==> src/rtl/tdm_pkg.sv <==
// Shared definitions for the TDM demultiplexer slice: FSM state type and
// default word width / slot count.
package tdm_pkg;

   localparam int DEF_WIDTH = 5;
   localparam int DEF_NCH   = 4;

   typedef enum logic {
      HUNT   = 1'b0,
      LOCKED = 1'b1
   } tdm_state_t;

endpackage

==> src/rtl/tdm_slot_counter.sv <==
// Modulo-NCH slot counter for the TDM demultiplexer. NCH is a power of two,
// so the natural binary wrap of the counter gives the modulo behaviour.
// Priority: clear over load-to-one over increment.
module tdm_slot_counter #(
   parameter int NCH = 4,
   parameter int SW  = $clog2(NCH)
) (
   input  logic          clk,
   input  logic          rst_n,
   input  logic          clear,
   input  logic          load_one,
   input  logic          incr,
   output logic [SW-1:0] slot
);

   // Slot register: clear wins, then a frame-start load, then the normal advance
   always_ff @(posedge clk or negedge rst_n) begin
      if (!rst_n) begin
         slot <= '0;
      end else if (clear) begin
         slot <= '0;
      end else if (load_one) begin
         slot <= SW'(1);
      end else if (incr) begin
         slot <= slot + 1'b1;
      end
   end

endmodule

==> src/rtl/tdm_demux_4ch.sv <==
// TDM demultiplexer: splits a slot-interleaved word stream into NCH channel
// registers, tracking frame alignment with a HUNT/LOCKED state machine.
// Optional feature: define TDM_PARITY_EN to check even parity on every
// captured word and report mismatches per channel on par_err.
module tdm_demux_4ch
   import tdm_pkg::*;
#(
   parameter int WIDTH = DEF_WIDTH,
   parameter int NCH   = DEF_NCH
) (
   input  logic                 clk,
   input  logic                 rst_n,
   input  logic [WIDTH-1:0]     din,
   input  logic                 din_valid,
   input  logic                 frame_sync,
   input  logic                 din_par,
   output logic [NCH*WIDTH-1:0] ch_data,
   output logic [NCH-1:0]       ch_valid,
   output logic                 frame_done,
   output logic                 locked,
   output logic                 sync_err,
   output logic [NCH-1:0]       par_err
);

   localparam int SW = $clog2(NCH);

   tdm_state_t          state_q;
   tdm_state_t          state_d;
   logic [SW-1:0]       slot;
   logic                ctr_clear;
   logic                ctr_load_one;
   logic                ctr_incr;
   logic                cap_en;
   logic [SW-1:0]       cap_idx;
   logic [NCH-1:0]      valid_d;
   logic                frame_done_d;
   logic                sync_err_d;

   logic [NCH*WIDTH-1:0] ch_data_q;
   logic [NCH-1:0]       ch_valid_q;
   logic                 frame_done_q;
   logic                 sync_err_q;

   tdm_slot_counter #(
      .NCH (NCH),
      .SW  (SW)
   ) u_slot_counter (
      .clk      (clk),
      .rst_n    (rst_n),
      .clear    (ctr_clear),
      .load_one (ctr_load_one),
      .incr     (ctr_incr),
      .slot     (slot)
   );

   // State register for the frame alignment FSM
   always_ff @(posedge clk or negedge rst_n) begin
      if (!rst_n) begin
         state_q <= HUNT;
      end else begin
         state_q <= state_d;
      end
   end

   // Decide what the current valid word does: capture, error, or discard.
   // A frame_sync word always restarts the frame at channel 0; a sync that
   // arrives early is flagged but still honoured so we realign immediately.
   always_comb begin
      state_d      = state_q;
      cap_en       = 1'b0;
      cap_idx      = '0;
      valid_d      = '0;
      frame_done_d = 1'b0;
      sync_err_d   = 1'b0;
      ctr_clear    = 1'b0;
      ctr_load_one = 1'b0;
      ctr_incr     = 1'b0;
      if (din_valid) begin
         case (state_q)
            HUNT: begin
               if (frame_sync) begin
                  cap_en       = 1'b1;
                  ctr_load_one = 1'b1;
                  state_d      = LOCKED;
               end
            end
            LOCKED: begin
               if (frame_sync) begin
                  cap_en       = 1'b1;
                  ctr_load_one = 1'b1;
                  sync_err_d   = (slot != '0);
               end else if (slot == '0) begin
                  sync_err_d = 1'b1;
                  ctr_clear  = 1'b1;
                  state_d    = HUNT;
               end else begin
                  cap_en       = 1'b1;
                  cap_idx      = slot;
                  ctr_incr     = 1'b1;
                  frame_done_d = (slot == SW'(NCH - 1));
               end
            end
            default: begin
               state_d   = HUNT;
               ctr_clear = 1'b1;
            end
         endcase
      end
      if (cap_en) begin
         valid_d[cap_idx] = 1'b1;
      end
   end

   // Channel registers hold their contents until the same slot is captured again
   always_ff @(posedge clk or negedge rst_n) begin
      if (!rst_n) begin
         ch_data_q <= '0;
      end else if (cap_en) begin
         ch_data_q[int'(cap_idx)*WIDTH +: WIDTH] <= din;
      end
   end

   // Registered one-cycle pulses; idle cycles clear them because the decode
   // defaults everything to zero when din_valid is low
   always_ff @(posedge clk or negedge rst_n) begin
      if (!rst_n) begin
         ch_valid_q   <= '0;
         frame_done_q <= 1'b0;
         sync_err_q   <= 1'b0;
      end else begin
         ch_valid_q   <= valid_d;
         frame_done_q <= frame_done_d;
         sync_err_q   <= sync_err_d;
      end
   end

`ifdef TDM_PARITY_EN
   logic           par_bad;
   logic [NCH-1:0] par_err_q;

   assign par_bad = ^{din, din_par};

   // Parity flag rides alongside the channel strobe; data is captured regardless
   always_ff @(posedge clk or negedge rst_n) begin
      if (!rst_n) begin
         par_err_q <= '0;
      end else begin
         par_err_q <= par_bad ? valid_d : '0;
      end
   end

   assign par_err = par_err_q;
`else
   logic unused_din_par;

   assign unused_din_par = din_par;
   assign par_err        = '0;
`endif

   assign ch_data    = ch_data_q;
   assign ch_valid   = ch_valid_q;
   assign frame_done = frame_done_q;
   assign sync_err   = sync_err_q;
   assign locked     = (state_q == LOCKED);

endmodule

==> config.mk <==
export PLATFORM = sky130hd
export DESIGN_NAME = tdm_demux_4ch
export DESIGN_NICKNAME = d
export VERILOG_FILES = /design/src/rtl/tdm_pkg.sv /design/src/rtl/tdm_slot_counter.sv /design/src/rtl/tdm_demux_4ch.sv
export SDC_FILE = /design/constraint.sdc
export NUM_CORES = 1
export LEC_CHECK = 0
export ABC_CLOCK_PERIOD_IN_PS = 4000
export BUFFER_PORTS_ARGS = -buffer_cell sky130_fd_sc_hd__buf_4
export CAP_MARGIN = 25
export CORE_MARGIN = 2
export CORE_UTILIZATION = 55
export CTS_CLUSTER_SIZE = 14
export DETAILED_ROUTE_END_ITERATION = 16
export PLACE_DENSITY = 0.82
export RECOVER_POWER = 50
export SLEW_MARGIN = 30
export SYNTH_ARGS = -nofsm -noshare
export SYNTH_HDL_FRONTEND = slang
export SYNTH_HIERARCHICAL = 1
export SYNTH_SLANG_ARGS = --single-unit
==> constraint.sdc <==
create_clock -name clk -period 4 [get_ports clk]
set_input_delay 0.2 -clock clk [delete_from_list [all_inputs] [get_ports clk]]
set_output_delay 0.2 -clock clk [all_outputs]
set_load 0.02 [all_outputs]
==> impl_results.md <==
* Outcome: finished, final reports clean
* Gpl congestion at ~0.72
* # DRC at 0
* Routed Wire Length at 2910 um
* Post-synth top area share at 48.41%
* Synth unique cells at 23
* Slew @ Worst Pin at 1.489 ns
* Critical path's largest stage delay at 0.63 ns
* FMAX at 387.7 MHz
* Area leader, netlist: dfrtp_1
* Initial antenna violation count at 0
* Cell Rows at 18
* Area of the multi-input gates at 721.9 um^2
* Fin. Hold Viols at 0
* Max cap viols at 0
* CP Capture Type: register
* CTS clk-pin slew, worst paths at approximately 0.080 ns
* Clk buf depth at 2
* Iter 0 DRT Violations at 27
* Pwr Density at 490.4 nW/um^2
* Crit-path cells: nand4b_1, inv_1, ha_1, nand2_1, nor3_4, mux2_1
* Most frequent cells in the layout: 29 x dfrtp_1, 21 x buf_4, 20 x and3_1, 15 x clkbuf_1, 11 x mux2_2
* Largest net degree at the start of global routing at 30
* Synth-to-Final Area Change at 18.20%
* Drt pass-1 iters at 4
* Later-pin clock latency in the skew report at 0.33 ns
* Fin. max-slew vios at 0
* Clk_skew at 0.01033 ns
* Core area at 2522 um^2
* Synthesis-stage register bit count at 29
* Root Buffer: clkbuf_4
* Slowest-stage cell, CP: nand4b_1
* Die Ht at between 50 and 60 um
* H-tree depth at 2
* Syn. warnings at 6
* Total power at 0.8689 mW
* Post-synthesis sequential area ratio at 48.41%
* Number of vias per cell at 5.340
* Hpwl dp at 2197 um
* Crit path DAT at 2.78 ns
* Global Route Usage Sum at between 20% and 30%
* RSZ-0062 raised after global routing: no
* Mapped Cells at 125
* TNS Setup at 0 ns
* CTS tree: built
* Slew HR at 0.7160%
* Final Cycle Share at approximately 64%
* Width of the chip at roughly 56 um
* Total grt overflow at 0
* Fin crit period at 2.579 ns
* Crit-path max FO at 20
* Fillers at 214
* CTS buffer count at 5
* Leak Pwr at 0.9384 nW
* Maximum VDD drop at 0.4249 mV
* Share of cells above drive strength 1 at 27.44%
* Diodes inserted at 0
* Synthesized area per cell at 11.99 um^2
* First-pass GRT wire length at 4995 um
* Final Setup Violations at 0
* Vias in the first global route at 1081
* Port Buffers at 35
* WS Path Type: register to register
* Die ar. at 3159 um^2
* Most common cell after layout, fill and taps aside: dfrtp_1
* Initial core utilization at around three fifths
* Required @ worst endpoint at approximately 4.2 ns
* Vias at between 1k and 1.5k
* Ranking of synthesized cells by area: dfrtp_1 48%, and3_1 8.3%, mux2_2 8.3%, ha_1 7.5%, mux2_1 6.8%
* Top Ports at 41
* Routed length per instance at about 15 um
* Syn Std Cell Area at 1499 um^2
* Clock tree sinks at 29
* Number of routed nets with antenna violations at 0
* Final nets at 182
* Worst hold path class: input port to register
* Seq. cell area at approximately 730 um^2
* Startpoint types: register
-- critical path, delay by kind of cell (launching register included) --
kind	cells	cell delay, ns
AND/OR/NAND/NOR	3	0.96
flip-flops	1	0.47
multiplexers	1	0.37
adder cells (fa/ha/maj)	1	0.20
buffers and inverters	1	0.46
-- flip-flops by register name (all words and copies together) (netlist names) --
register / count
ch_data: 20
ch_valid: 4
u_slot_counter/slot: 2
frame_done: 1
locked: 1
sync_err: 1
-- kinds of logic (layout without fill, tap and decap cells) --
kind of cell | after synthesis | count (layout) | synth area share, %
adder cells (fa/ha/maj) | 9 | 9 | 7.513
AND/OR/NAND/NOR | 50 | 50 | 22.20
buffers and inverters | 12 | 48 | 4.174
other | 1 | 4 | 0.2502
XOR/XNOR | 1 | 1 | 0.5844
multiplexers | 20 | 20 | 15.03
AO/OA/AOI/OAI | 3 | 3 | 1.836
flip-flops | 29 | 29 | 48.41
-- final timing paths --
| check | from | endpoint | slack, ns | depth (start not counted) |
|---|---|---|---|---|
| max in group asynchronous | rst_n | locked | 2.38 | 2 |
| min reg2reg | ch_data[19] | ch_data[19] | 0.50 | 1 |
| min in group asynchronous | rst_n | ch_data[6] | 0.75 | 2 |
| max | locked | ch_data[17] | 1.42 | 6 |
| min | din_valid | sync_err | 0.20 | 3 |
| max reg2reg | locked | ch_data[17] | 1.42 | 6 |
-- per-layer routing --
metal  vias up  wire length, um  GRT usage, %
met1       504             1231         25.26
met2        30             1471         34.29
met4         0               47         7.483
li1        495                -             -
met5         -                0             0
met3         7              160         6.977
-- cells in the mapped netlist --
cell type,number
a211oi_2,1
a21bo_1,1
a21oi_1,1
and2_1,4
and3_1,20
buf_2,2
buf_4,4
clkbuf_1,2
conb_1,1
dfrtp_1,29
ha_1,9
inv_1,4
mux2_1,9
mux2_2,11
nand2_1,6
nand3b_1,1
nand4b_1,1
nor2_1,6
nor2_2,1
nor2b_1,2
nor3_4,4
nor3b_1,5
xnor2_1,1
-- what timing repair did --
item,4_1_cts,5_1_grt
buffers inserted,0,0
resized for setup,0,0
hold buffers,1,0
hold endpoints to repair,29,0
-- power by group --
part	internal (mW)	switching (mW)	leakage [nW]	total [mW]
clock network	0.0668	0.0996	0.0320	0.166
registers	0.345	0.0375	0.387	0.382
logic	0.129	0.192	0.519	0.321
-- stage by stage --
step / setup WS (ns) / cell area (um^2) / instances / utilization (%) / hold WS, ns
3_5_place_dp: 1.459 / 1763 / 185 / 69.89 / 0.1409
5_1_grt: 1.214 / 1772 / 194 / 70.24 / 0.1899
2_1_floorplan: 1.974 / 1510 / 128 / - / -0.09559
3_3_place_gp: 1.502 / 1763 / 185 / 69.89 / 0.1318
4_1_cts: 1.426 / 1824 / 194 / 72.32 / 0.1745
6_report: 1.421 / 1772 / 194 / 70.24 / 0.1953
-- layout make-up --
type / instances / area share [%]
sequential: 29 / 40.96
multi-input combinational: 87 / 40.75
timing repair buffer: 36 / 12.43
clock buffer: 6 / 2.331
tap: 30 / 2.119
inverter: 4 / 0.8475
clock inverter: 2 / 0.5650
No activity file was read; power rests on OpenSTA's default activity.
